[src/rtl/multicycle_main_control.sv]
// Multicycle MIPS main control FSM.
// Sequences fetch/decode/execute/memory/writeback and drives the datapath
// enables plus the 2-bit ALUOp for the downstream ALU control decoder.
// Memory states wait on mem_ready and abort back to FETCH after MAX_WAIT cycles.
// Optional build macro: MC_JUMP_EN enables the j instruction (JUMP state).
// Without it, opcode 000010 is reported as illegal.
module multicycle_main_control #(
  parameter int MAX_WAIT = 16,
  parameter int WAIT_W   = 8
) (
  input  logic       clk,
  input  logic       reset,
  input  logic [5:0] Op,
  input  logic       mem_ready,
  output logic       PCWrite,
  output logic       PCWriteCond,
  output logic       IorD,
  output logic       MemRead,
  output logic       MemWrite,
  output logic       MemtoReg,
  output logic       IRWrite,
  output logic       RegDst,
  output logic       RegWrite,
  output logic       ALUSrcA,
  output logic [1:0] ALUSrcB,
  output logic [1:0] ALUOp,
  output logic [1:0] PCSource,
  output logic       illegal_op,
  output logic       mem_timeout,
  output logic [3:0] state
);

  typedef enum logic [3:0] {
    FETCH  = 4'd0,
    DECODE = 4'd1,
    MEMADR = 4'd2,
    MEMRD  = 4'd3,
    MEMWB  = 4'd4,
    MEMWR  = 4'd5,
    EXEC   = 4'd6,
    RCOMP  = 4'd7,
    BEQ    = 4'd8,
    ADDIEX = 4'd9,
    ADDIWB = 4'd10,
    JUMP   = 4'd11
  } state_t;

  localparam logic [5:0] OP_RTYPE = 6'b000000;
  localparam logic [5:0] OP_LW    = 6'b100011;
  localparam logic [5:0] OP_SW    = 6'b101011;
  localparam logic [5:0] OP_BEQ   = 6'b000100;
  localparam logic [5:0] OP_ADDI  = 6'b001000;
  localparam logic [5:0] OP_J     = 6'b000010;

  localparam logic [WAIT_W-1:0] WAIT_LAST = WAIT_W'(MAX_WAIT - 1);

  state_t            state_q, state_d;
  logic [WAIT_W-1:0] wait_q, wait_d;
  logic              wait_hit;

  assign wait_hit = (wait_q == WAIT_LAST);

  // Next-state, wait-counter and control decode from the current state.
  // The counter defaults to zero, so it is cleared on every entry to a
  // memory state and whenever an access completes or times out.
  always_comb begin
    state_d     = state_q;
    wait_d      = '0;
    PCWrite     = 1'b0;
    PCWriteCond = 1'b0;
    IorD        = 1'b0;
    MemRead     = 1'b0;
    MemWrite    = 1'b0;
    MemtoReg    = 1'b0;
    IRWrite     = 1'b0;
    RegDst      = 1'b0;
    RegWrite    = 1'b0;
    ALUSrcA     = 1'b0;
    ALUSrcB     = 2'b00;
    ALUOp       = 2'b00;
    PCSource    = 2'b00;
    illegal_op  = 1'b0;
    mem_timeout = 1'b0;

    case (state_q)
      FETCH: begin
        MemRead = 1'b1;
        ALUSrcB = 2'b01;
        if (mem_ready) begin
          IRWrite = 1'b1;
          PCWrite = 1'b1;
          state_d = DECODE;
        end else if (wait_hit) begin
          // Fetch restarts; PC was never written.
          mem_timeout = 1'b1;
          state_d     = FETCH;
        end else begin
          wait_d = wait_q + WAIT_W'(1);
        end
      end
      DECODE: begin
        ALUSrcB = 2'b11;
        case (Op)
          OP_RTYPE:     state_d = EXEC;
          OP_LW, OP_SW: state_d = MEMADR;
          OP_BEQ:       state_d = BEQ;
          OP_ADDI:      state_d = ADDIEX;
`ifdef MC_JUMP_EN
          OP_J:         state_d = JUMP;
`endif
          default: begin
            illegal_op = 1'b1;
            state_d    = FETCH;
          end
        endcase
      end
      MEMADR: begin
        ALUSrcA = 1'b1;
        ALUSrcB = 2'b10;
        state_d = (Op == OP_SW) ? MEMWR : MEMRD;
      end
      MEMRD: begin
        MemRead = 1'b1;
        IorD    = 1'b1;
        if (mem_ready) begin
          state_d = MEMWB;
        end else if (wait_hit) begin
          // Load abandoned: MEMWB is skipped, so no register write.
          mem_timeout = 1'b1;
          state_d     = FETCH;
        end else begin
          wait_d = wait_q + WAIT_W'(1);
        end
      end
      MEMWB: begin
        MemtoReg = 1'b1;
        RegWrite = 1'b1;
        state_d  = FETCH;
      end
      MEMWR: begin
        MemWrite = 1'b1;
        IorD     = 1'b1;
        if (mem_ready) begin
          state_d = FETCH;
        end else if (wait_hit) begin
          mem_timeout = 1'b1;
          state_d     = FETCH;
        end else begin
          wait_d = wait_q + WAIT_W'(1);
        end
      end
      EXEC: begin
        ALUSrcA = 1'b1;
        ALUOp   = 2'b10;
        state_d = RCOMP;
      end
      RCOMP: begin
        RegDst   = 1'b1;
        RegWrite = 1'b1;
        state_d  = FETCH;
      end
      BEQ: begin
        ALUSrcA     = 1'b1;
        ALUOp       = 2'b01;
        PCWriteCond = 1'b1;
        PCSource    = 2'b01;
        state_d     = FETCH;
      end
      ADDIEX: begin
        ALUSrcA = 1'b1;
        ALUSrcB = 2'b10;
        state_d = ADDIWB;
      end
      ADDIWB: begin
        RegWrite = 1'b1;
        state_d  = FETCH;
      end
`ifdef MC_JUMP_EN
      JUMP: begin
        PCWrite  = 1'b1;
        PCSource = 2'b10;
        state_d  = FETCH;
      end
`endif
      // Unreachable codes: all outputs stay 0, recover to FETCH.
      default: state_d = FETCH;
    endcase

    // Reset suppresses every output immediately, so an abandoned
    // instruction cannot complete a write.
    if (reset) begin
      PCWrite     = 1'b0;
      PCWriteCond = 1'b0;
      IorD        = 1'b0;
      MemRead     = 1'b0;
      MemWrite    = 1'b0;
      MemtoReg    = 1'b0;
      IRWrite     = 1'b0;
      RegDst      = 1'b0;
      RegWrite    = 1'b0;
      ALUSrcA     = 1'b0;
      ALUSrcB     = 2'b00;
      ALUOp       = 2'b00;
      PCSource    = 2'b00;
      illegal_op  = 1'b0;
      mem_timeout = 1'b0;
    end
  end

  // Debug view of the state register, zero while reset is asserted.
  always_comb begin
    state = reset ? 4'd0 : state_q;
  end

  // State register and wait counter with synchronous reset.
  always_ff @(posedge clk) begin
    if (reset) begin
      state_q <= FETCH;
      wait_q  <= '0;
    end else begin
      state_q <= state_d;
      wait_q  <= wait_d;
    end
  end

endmodule

[config.mk]
export PLATFORM = sky130hd
export DESIGN_NAME = multicycle_main_control
export DESIGN_NICKNAME = d
export VERILOG_FILES = /design/src/rtl/multicycle_main_control.sv
export SDC_FILE = /design/constraint.sdc
export NUM_CORES = 1
export LEC_CHECK = 0
export ABC_AREA = 1
export CELL_PAD_IN_SITES_DETAIL_PLACEMENT = 1
export CELL_PAD_IN_SITES_GLOBAL_PLACEMENT = 1
export CORE_MARGIN = 2
export CORE_UTILIZATION = 32
export DETAILED_ROUTE_END_ITERATION = 7
export PLACE_DENSITY_LB_ADDON = 0.1
export SLEW_MARGIN = 20
export SYNTH_ARGS = -nofsm -noshare
export SYNTH_HDL_FRONTEND = slang
export SYNTH_SLANG_ARGS = --single-unit
[constraint.sdc]
create_clock -name clk -period 1.95 [get_ports clk]
set_input_delay 0.39 -clock clk [delete_from_list [all_inputs] [get_ports clk]]
set_output_delay 0.39 -clock clk [all_outputs]
set_load 0.02 [all_outputs]
=== After elaboration in Yosys (flattened, before gate mapping) ===
Index checks and enable logic that the tools add are counted.

* Bits in registers: 12
* Input bits: 9

* $add $sub $neg: 1
* Equality and inequality tests: 15
* Muxes and demuxes: 40
* Bitwise gates (word level): 1
* Reductions and logical operators: 11

{| class="wikitable"
|+ Operator list
! operator !! number
|-
| $pmux W4 S7 || 1
|-
| $mux W1 || 27
|-
| $mux W4 || 5
|-
| $eq A4 B3 Y1 const B || 4
|-
| $pmux W4 S4 || 1
|-
| $eq A4 B4 Y1 const B || 3
|-
| $eq A6 B6 Y1 const B || 2
|-
| $add A8 B1 Y8 const B || 1
|-
| $eq A4 B2 Y1 const B || 2
|-
| $eq A8 B4 Y1 const B || 1
|-
| $reduce_or A2 Y1 || 4
|-
| $reduce_or A4 Y1 || 2
|-
| $eq A6 B3 Y1 const B || 1
|-
| $eq A6 B4 Y1 const B || 1
|-
| $logic_not A6 Y1 || 1
|-
| $mux W2 || 3
|-
| $pmux W2 S3 || 1
|-
| $reduce_or A3 Y1 || 2
|-
| $reduce_or A5 Y1 || 1
|-
| $eq A4 B1 Y1 const B || 1
|-
| $logic_not A4 Y1 || 1
|-
| $pmux W2 S2 || 1
|-
| $mux W3 || 1
|-
| $not A1 Y1 || 1
|}

=== Logic depth before layout (Yosys ltp) ===
Gate-level depths: netlist of the first run.

* Word-level depth: 5
* Gate-level depth with buffers: 9

=== Worst setup path before layout of the first run ===
Ideal clock, no wire load.

* Kind: input -> output
* From: input port reset
* To: output port PCSource[0]
* Arrival time: 1.609 ns
* Path slack: -0.049 ns
* Stages: 3
* Path buffers: 2
* Cell sequence: clkbuf_1 -> nor4_1 -> buf_4

* Word-level cells in the longest chain between the ends: 1

{| class="wikitable"
|+ Ends and longest elaborated chain
! item !! line !! source
|-
| from (decl) || 12 || <nowiki>input logic reset,</nowiki>
|-
| $mux W2 || 191 || <nowiki>if (reset) begin</nowiki>
|-
| to (decl) || 27 || <nowiki>output logic [1:0] PCSource,</nowiki>
|}

Every way passes these cells.

=== Final worst setup path of the first run ===
* From: register wait_q[0]
* To: output port mem_timeout

* Word-level cells in the longest chain between the ends: 5

{| class="wikitable"
|+ Ends and longest elaborated chain
! item !! line !! source
|-
| from (decl) || 58 || <nowiki>logic [WAIT_W-1:0] wait_q, wait_d;</nowiki>
|-
| from (signal assigned) || 222 || <nowiki>wait_q <= wait_d;</nowiki>
|-
| $eq A8 B4 Y1 || 61 || <nowiki>assign wait_hit = (wait_q == WAIT_LAST);</nowiki>
|-
| $mux W1 || 93, 127, 145 ||
|-
| $mux W1 || 125 || <nowiki>if (mem_ready) begin</nowiki>
|-
| $mux W1 || -- ||
|-
| $mux W1 || 191 ||
|-
| to (decl) || 29 || <nowiki>output logic mem_timeout,</nowiki>
|}

Every way passes these cells.

==> impl_summary.txt, run 1 <==
----------------------------------------------------
[Outcome]
  Run status ... complete, no violations

[Worst setup path]
  Arrival time at the worst endpoint ... 1.51 ns
  Startpoint class of the critical path ... flip-flop
  Path type of the worst setup path ... flip-flop to output pin
  Critical path peak fanout ... 2
  Type of destination of the critical path ... output pin
  Endpoint required time on the critical path ... approximately 1.6 ns

[Placement]
  Setup slack at placement ... -0.5020 ns
  IO buf count ... 29
  Final Wtd Congestion ... between 0.8 and 0.9
  Half-perimeter wire length after placement ... 2762 microns

[CTS]
  Root buf cell ... clkbuf_4
  Skew-Pair Late Insertion Delay ... ~0.28 ns
  CTS Hold Bufs ... 0
  Number of H-tree branching levels ... 1
  Number of buffers created by CTS ... 3
  TritonCTS clock tree ... built
  Register clock-pin slew on the reported worst setup and hold paths ... about 0.070 ns
  Number of sinks driven by the clock tree ... 12
  Clock buffer depth ... 2

[Final layout]
  Final core occ ... roughly 56%
  Fraction of final layout cells sized beyond drive strength 1 ... 38.84%
  Most frequent standard cell in the layout excluding fill and tap cells ... buf_4
  Count of antenna diodes in the layout ... 0
  Highest-count cells in the layout ignoring fill and taps ... buf_4, nor2_1, nand2_1
  Number of nets in the finished design ... 236
  Count of filler cells inserted in the layout ... between 300 and 400
  Relative area change from synthesis to final layout ... 65.25%

[Route]
  Number of nets still failing antenna checks after routing ... 0
  Total detailed-routing wirelength ... approximately 3400 microns
  First-pass detailed-route iteration total ... 4
  Vias after detailed routing ... roughly 1200
  Post-DR vias/cell ... 4.776
  DRC marker count from the first detailed-route iteration ... 8
  Mean routed wirelength per cell ... between 10 and 15 microns
  DRC errors left ... 0

[Synth]
  Top-area cell type share of the netlist area ... between 20% and 30%
  Distinct cell type count of the synthesized netlist ... 29
  Synth Cell Area ... between 900 and 1000 sq um
  Area leader, netlist ... dfxtp_1
  Top cells by area, synth ... dfxtp_1, nor2_1, nand2_1, inv_1, nand3_1
  Synth Area per Inst ... about 6 sq um
  Share of synthesized area occupied by flip-flops and latches ... approximately a quarter
  Synthesized instance count ... 158
  Number of warnings issued by yosys ... 0
  Synthesized net count ... about 170
  Number of register bits inferred by synthesis ... 12

[Power and ir drop]
  Switching fraction of total power ... around a third
  Total power ... between 0.0006 and 0.0007 W
  Clock power frac ... 25.9%
  Leakage power figure ... approximately 0.84 nW
  Sequential power share ... ~43%
  Relative contribution of combinational cells to total power ... between 30% and 40%
  Switching power ... 0.0001897 W
  Total power per unit cell area ... just under 400 nW/um^2
  Maximum ir drop on the vdd rail ... 0.4872 mV
  Int Pwr ... approximately 0.00041 W

[Floorplanning]
  Chip height ... 58.19 microns
  Row count ... 19
  Initial core utilization ... 33.78%
  Number of top-level pins ... 31
  Die Width ... 58.19 microns
  Core box area ... between 2000 and 3000 sq um
  Area enclosed by the die boundary ... 3386 sq um

[STA]
  FMAX ... between 0.5 and 0.6 GHz
  RSZ-0062 raised after global routing ... true
  Total count of max-transition violations in the final report ... 0
  Final clock skew ... around 0.005 ns
  Post-route setup slack ... between 0.04 and 0.05 ns
  Share of the clock period used by the worst path ... 97.62%
  Number of setup violations in the final report ... 0
  Post-route minimum period ... between 1.5 and 2 ns
  Final count of hold timing violations ... 0

[Global routing]
  Global route overflow ... 0
  Largest net degree at the start of global routing ... 12
  Global-route usage over all layers ... 21.87%
  Vias in the first global route ... between 1000 and 1500
  Antenna violations before repair ... 0
  First-pass GRT wire length ... about 5700 microns

[Hold path]
  HP Class ... flip-flop to flip-flop

[Job]
  Count of maximum capacitance violations ... 0

----------------------------------------------------
power by group through the flow:
stage	Sequential, W	Combinational [W]	Clock (W)
floorplan	0.000262	0.0000848	0
global placement	0.000262	0.000181	0
detailed placement	0.000262	0.000188	0
CTS	0.000256	0.000185	0.000161
global route	0.000258	0.000203	0.000174
finish	0.000257	0.000188	0.000156
final cells by class:
cell class | instances | area, sq um | area share, %
Clock buffer | 3 | 22.52 | 1.450
Inverter | 23 | 86.33 | 5.560
Multi-Input combinational cell | 117 | 614.3 | 39.56
Sequential cell | 12 | 245.2 | 15.79
Tap cell | 31 | 38.79 | 2.498
Timing Repair Buffer | 69 | 545.5 | 35.13
timing repair:
action	CTS	global route
resized for setup	73	21
setup endpoints to repair	21	21
pin swaps	0	3
buffers inserted	0	0
state kept, by name, indices dropped and copies added (netlist names):
name,flops
wait_q,8
state_q,4
per-layer routing:
layer | vias up | track usage (%) | share of wire (%)
met4 | 0 | 3.987 | 0.61
met2 | 27 | 41.88 | 54
met1 | 566 | 24.76 | 41
met5 | - | 0 | 0
li1 | 623 | - | -
met3 | 2 | 4.688 | 3.9
logic make-up after synthesis:
logic type | after synthesis | synth area share (%)
fa+ha+maj | 1 | 1.331
compound gates | 13 | 8.922
buf+inv | 29 | 13.58
simple gates | 100 | 48.34
xor+xnor | 2 | 1.865
other cells | 1 | 0.3991
flops | 12 | 25.57
cell usage after synthesis, drive strengths merged:
cell type  instances
nor4               3
or2                1
o21ai              2
a211oi             1
o21ba              1
nand3b             1
nor2              45
nor3               4
dfxtp             12
nand2             35
a31oi              1
inv               23
ha                 1
a21oi              7
nand3             10
clkbuf             2
o21bai             1
and2               1
buf                4
conb               1
xor2               2
worst paths after layout:
path                  start          end  slack, ns  cells after the start
setup reg to reg  wait_q[0]   state_q[1]       0.53                      9
setup / recovery  wait_q[0]  mem_timeout       0.05                      6
hold / removal    wait_q[0]    wait_q[0]       0.53                      2
hold reg to reg   wait_q[0]    wait_q[0]       0.53                      2
stage by stage:
stage | setup TNS [ns] | instance area (sq um) | std cells | hold slack [ns]
floorplan | 0 | 945.9 | 158 | 0.4175
global placement | -5.933 | 1534 | 252 | 0.4808
detailed placement | -6.959 | 1534 | 252 | 0.5097
CTS | -0.2492 | 1541 | 255 | 0.5245
global route | -0.05517 | 1553 | 255 | 0.5460
finish | 0 | 1553 | 255 | 0.5288
critical path, stage by stage, from the launching register on:
cell and delay [ns]:
dfxtp_1 0.34, ha_2 0.20, nand3_2 0.10, inv_1 0.09
nand3_1 0.12, nor4_2 0.18, buf_2 0.21
(Power assumes the default switching activity.)
==> inputs of run 2 (changes only) <==
Settings changed: CAP_MARGIN set to 20.
==> results of run 2 <==
The final DEF is identical to that of run 1; final timing and power are the same.
==> inputs of run 3 (changes only) <==
Settings changed: CORE_UTILIZATION 32 to 30.
Clock period 1.95 ns to 1.8 ns, I/O delays scaled along.
==> run 3 against run 2 <==
Compared with the run above:
- sequential power grew 8.9%
- worst hold slack gained 0.078 ns
- clock skew shrank 0.0036 ns
- count of clock-buffer cells in the layout grew 1
- register-to-register slack lost 0.08 ns
- via count grew 0.99%
- highest routed layer unchanged
- die area grew 6.2%
- non-clock buffer count grew 9
==> impl_summary.txt, run 3 (same netlist as run 1, synthesis figures left out) <==
----------------------------------------------------
[STA]
  Final clock skew ... 0.001519 ns (-0.003561 ns)
  Final setup TNS ... 0 ns (unchanged)
  RSZ-0062 raised after global routing ... true
  FMAX ... 0.5561 GHz
  Post-route minimum period ... between 1.5 and 2 ns
  Number of setup violations in the final report ... 0 (unchanged)
  Total count of max-transition violations in the final report ... 0 (unchanged)
  Share of the clock period used by the worst path ... 99.90%
  Final count of hold timing violations ... 0 (unchanged)
  Post-route setup slack ... 0.001872 ns (-0.04460 ns)

[Worst setup path]
  Slowest stage delay, CP ... 0.36 ns (+0.02 ns)
  Endpoint required time on the critical path ... 1.44 ns (-0.12 ns)
  Buf+Inv Stages, Crit Path ... 2 (unchanged)
  Path type of the worst setup path ... flip-flop to output pin
  Startpoint class of the critical path ... flip-flop
  Kind of cell adding the most delay to the critical path ... simple AND/OR/NAND/NOR gates
  Critical path peak fanout ... 2 (unchanged)
  Type of destination of the critical path ... output pin
  Slowest library cell on the worst path ... dfxtp_2
  Arrival time at the worst endpoint ... 1.44 ns (-0.07 ns)
  Cells along the critical path ... ha_4, nand3_4, inv_2, nand3_2, nor4_2, buf_4

[Placement]
  Final Wtd Congestion ... 0.8019 (-1.6%)
  Half-perimeter wire length after placement ... 2631 microns (-4.8%)
  Placement Cell Area ... 1599 sq um (+4.2%)
  Setup slack at placement ... -0.5540 ns (-0.05198 ns)
  IO buf count ... 29 (unchanged)

[Final layout]
  Fraction of final layout cells sized beyond drive strength 1 ... 44.87% (+6.0 points)
  Most frequent standard cell in the layout excluding fill and tap cells ... buf_4
  Count of filler cells inserted in the layout ... 420 (+6.9%)
  Final design area excluding fillers ... 1649 sq um (+6.2%)
  Largest registers in the final layout ... wait_q x8, state_q x4
  Area of combinational cells with multiple inputs ... 640.6 sq um (+4.3%)
  Max FFs per register ... 8 (unchanged)
  Register cell area after layout ... 250.2 sq um (+2.0%)
  Highest-count cells in the layout ignoring fill and taps ... buf_4, nor2_1, nand2_1
  Relative area change from synthesis to final layout ... 75.50%
  Count of antenna diodes in the layout ... 0 (unchanged)
  Final core occ ... 54.46% (-1.4 points)
  Register ranked first by flip-flop count ... wait_q
  Number of nets in the finished design ... 245 (+3.8%)

[Global routing]
  First-pass GRT wire length ... 5485 microns (-4.0%)
  Global route overflow ... 0 (unchanged)
  Largest net degree at the start of global routing ... 11 (-1)
  Global-route usage over all layers ... 19.85% (-2.0 points)
  Antenna violations before repair ... 0 (unchanged)
  Vias in the first global route ... 1275 (-3.2%)

[Floorplanning]
  Chip height ... 59.97 microns (+3.1%)
  Core box area ... 3028 sq um (+8.9%)
  Die Width ... 59.97 microns (+3.1%)
  Number of top-level pins ... 31 (unchanged)
  Area enclosed by the die boundary ... 3596 sq um (+6.2%)
  Row count ... 20 (+1)
  Initial core utilization ... 31.03% (-2.8 points)

[Hold path]
  HP Class ... flip-flop to flip-flop

[Route]
  DRC errors left ... 0 (unchanged)
  Number of nets still failing antenna checks after routing ... 0 (unchanged)
  First-pass detailed-route iteration total ... 3 (-1)
  Mean routed wirelength per cell ... 11.59 microns (-14%)
  DRC marker count from the first detailed-route iteration ... 32 (+24)
  Post-DR vias/cell ... 4.424 (-7.4%)
  Total detailed-routing wirelength ... 3221 microns (-6.2%)
  Vias after detailed routing ... 1230 (+0.99%)

[Power and ir drop]
  Total power per unit cell area ... 424.9 nW/um^2 (+9.8%)
  Maximum ir drop on the vdd rail ... 0.3343 mV (-31%)
  Leakage power figure ... 0.8577 nW (+2.5%)

[CTS]
  Number of H-tree branching levels ... 1 (unchanged)
  Clock buffer depth ... 2 (unchanged)
  TritonCTS clock tree ... built
  Register clock-pin slew on the reported worst setup and hold paths ... 0.07 ns (about the same)
  Skew-Pair Late Insertion Delay ... 0.28 ns (about the same)
  Number of buffers created by CTS ... 3 (unchanged)
  Number of sinks driven by the clock tree ... 12 (unchanged)
  Root buf cell ... clkbuf_4

[Outcome]
  Run status ... complete, no violations

[Job]
  Count of maximum capacitance violations ... 0 (unchanged)

----------------------------------------------------
[run 3: cell count changes in the layout (fill, tap and decap cells not counted), sizes merged]
cell | previous run | this run
dlygate4sd2 | 3 | 8
clkdlybuf4s50 | 4 | 1
dlymetal6s2s | 4 | 0
clkdlybuf4s15 | 5 | 3
buf | 50 | 64
[run 3: path summary, 6_finish.rpt]
| kind | slack [ns] | end | start | cells past startpoint |
|---|---|---|---|---|
| setup / recovery | 0.002 | mem_timeout | wait_q[0] | 6 |
| hold / removal | 0.61 | wait_q[1] | wait_q[1] | 3 |
| setup reg to reg | 0.45 | state_q[1] | wait_q[0] | 9 |
| hold reg to reg | 0.61 | wait_q[1] | wait_q[1] | 3 |
[run 3: tightest hold or removal path, stage by stage, from the launching register on]
cell	delay (ns)
dfxtp_2	0.35
ha_4	0.12
inv_1	0.03
nor2_1	0.08
[run 3: through the flow]
step,total power (W),hold slack [ns],cells
5_1_grt,0.0007382,0.6437,278
2_1_floorplan,0.0003766,0.4175,158
6_report,0.0007006,0.6070,278
4_1_cts,0.0007068,0.5313,276
3_3_place_gp,0.0004875,0.4994,270
3_5_place_dp,0.0004942,0.5193,270
[run 3: area by class of cell]
class | instances | area share [%]
multi-input cells | 117 | 38.85
clock buffers | 4 | 2.200
flip-flops and latches | 12 | 15.17
repair buffers | 78 | 35.20
well taps | 44 | 3.338
inverters | 23 | 5.235
[run 3: per-layer routing]
layer  part of all wire, %  wire [microns]  track usage, %
met2                    56            1803           40.53
met4                  0.40              13           3.810
met5                     0               0               0
met3                   2.4              76           1.948
met1                    41            1328           21.49
[run 3: power breakdown]
part,switching (W),leakage [nW],internal [W]
clock network,0.0000935,0.0210,0.000123
logic,0.000106,0.737,0.0000989
registers,0.00000819,0.100,0.000271
total,0.000207,0.858,0.000493
[run 3: what timing repair did]
action | CTS | global route
pin swaps | 6 | 4
setup endpoints to repair | 21 | 7
hold buffers | 0 | 0
resized for setup | 103 | 11
endpoints found under the hold margin | 0 | 0
buffers inserted | 2 | 2
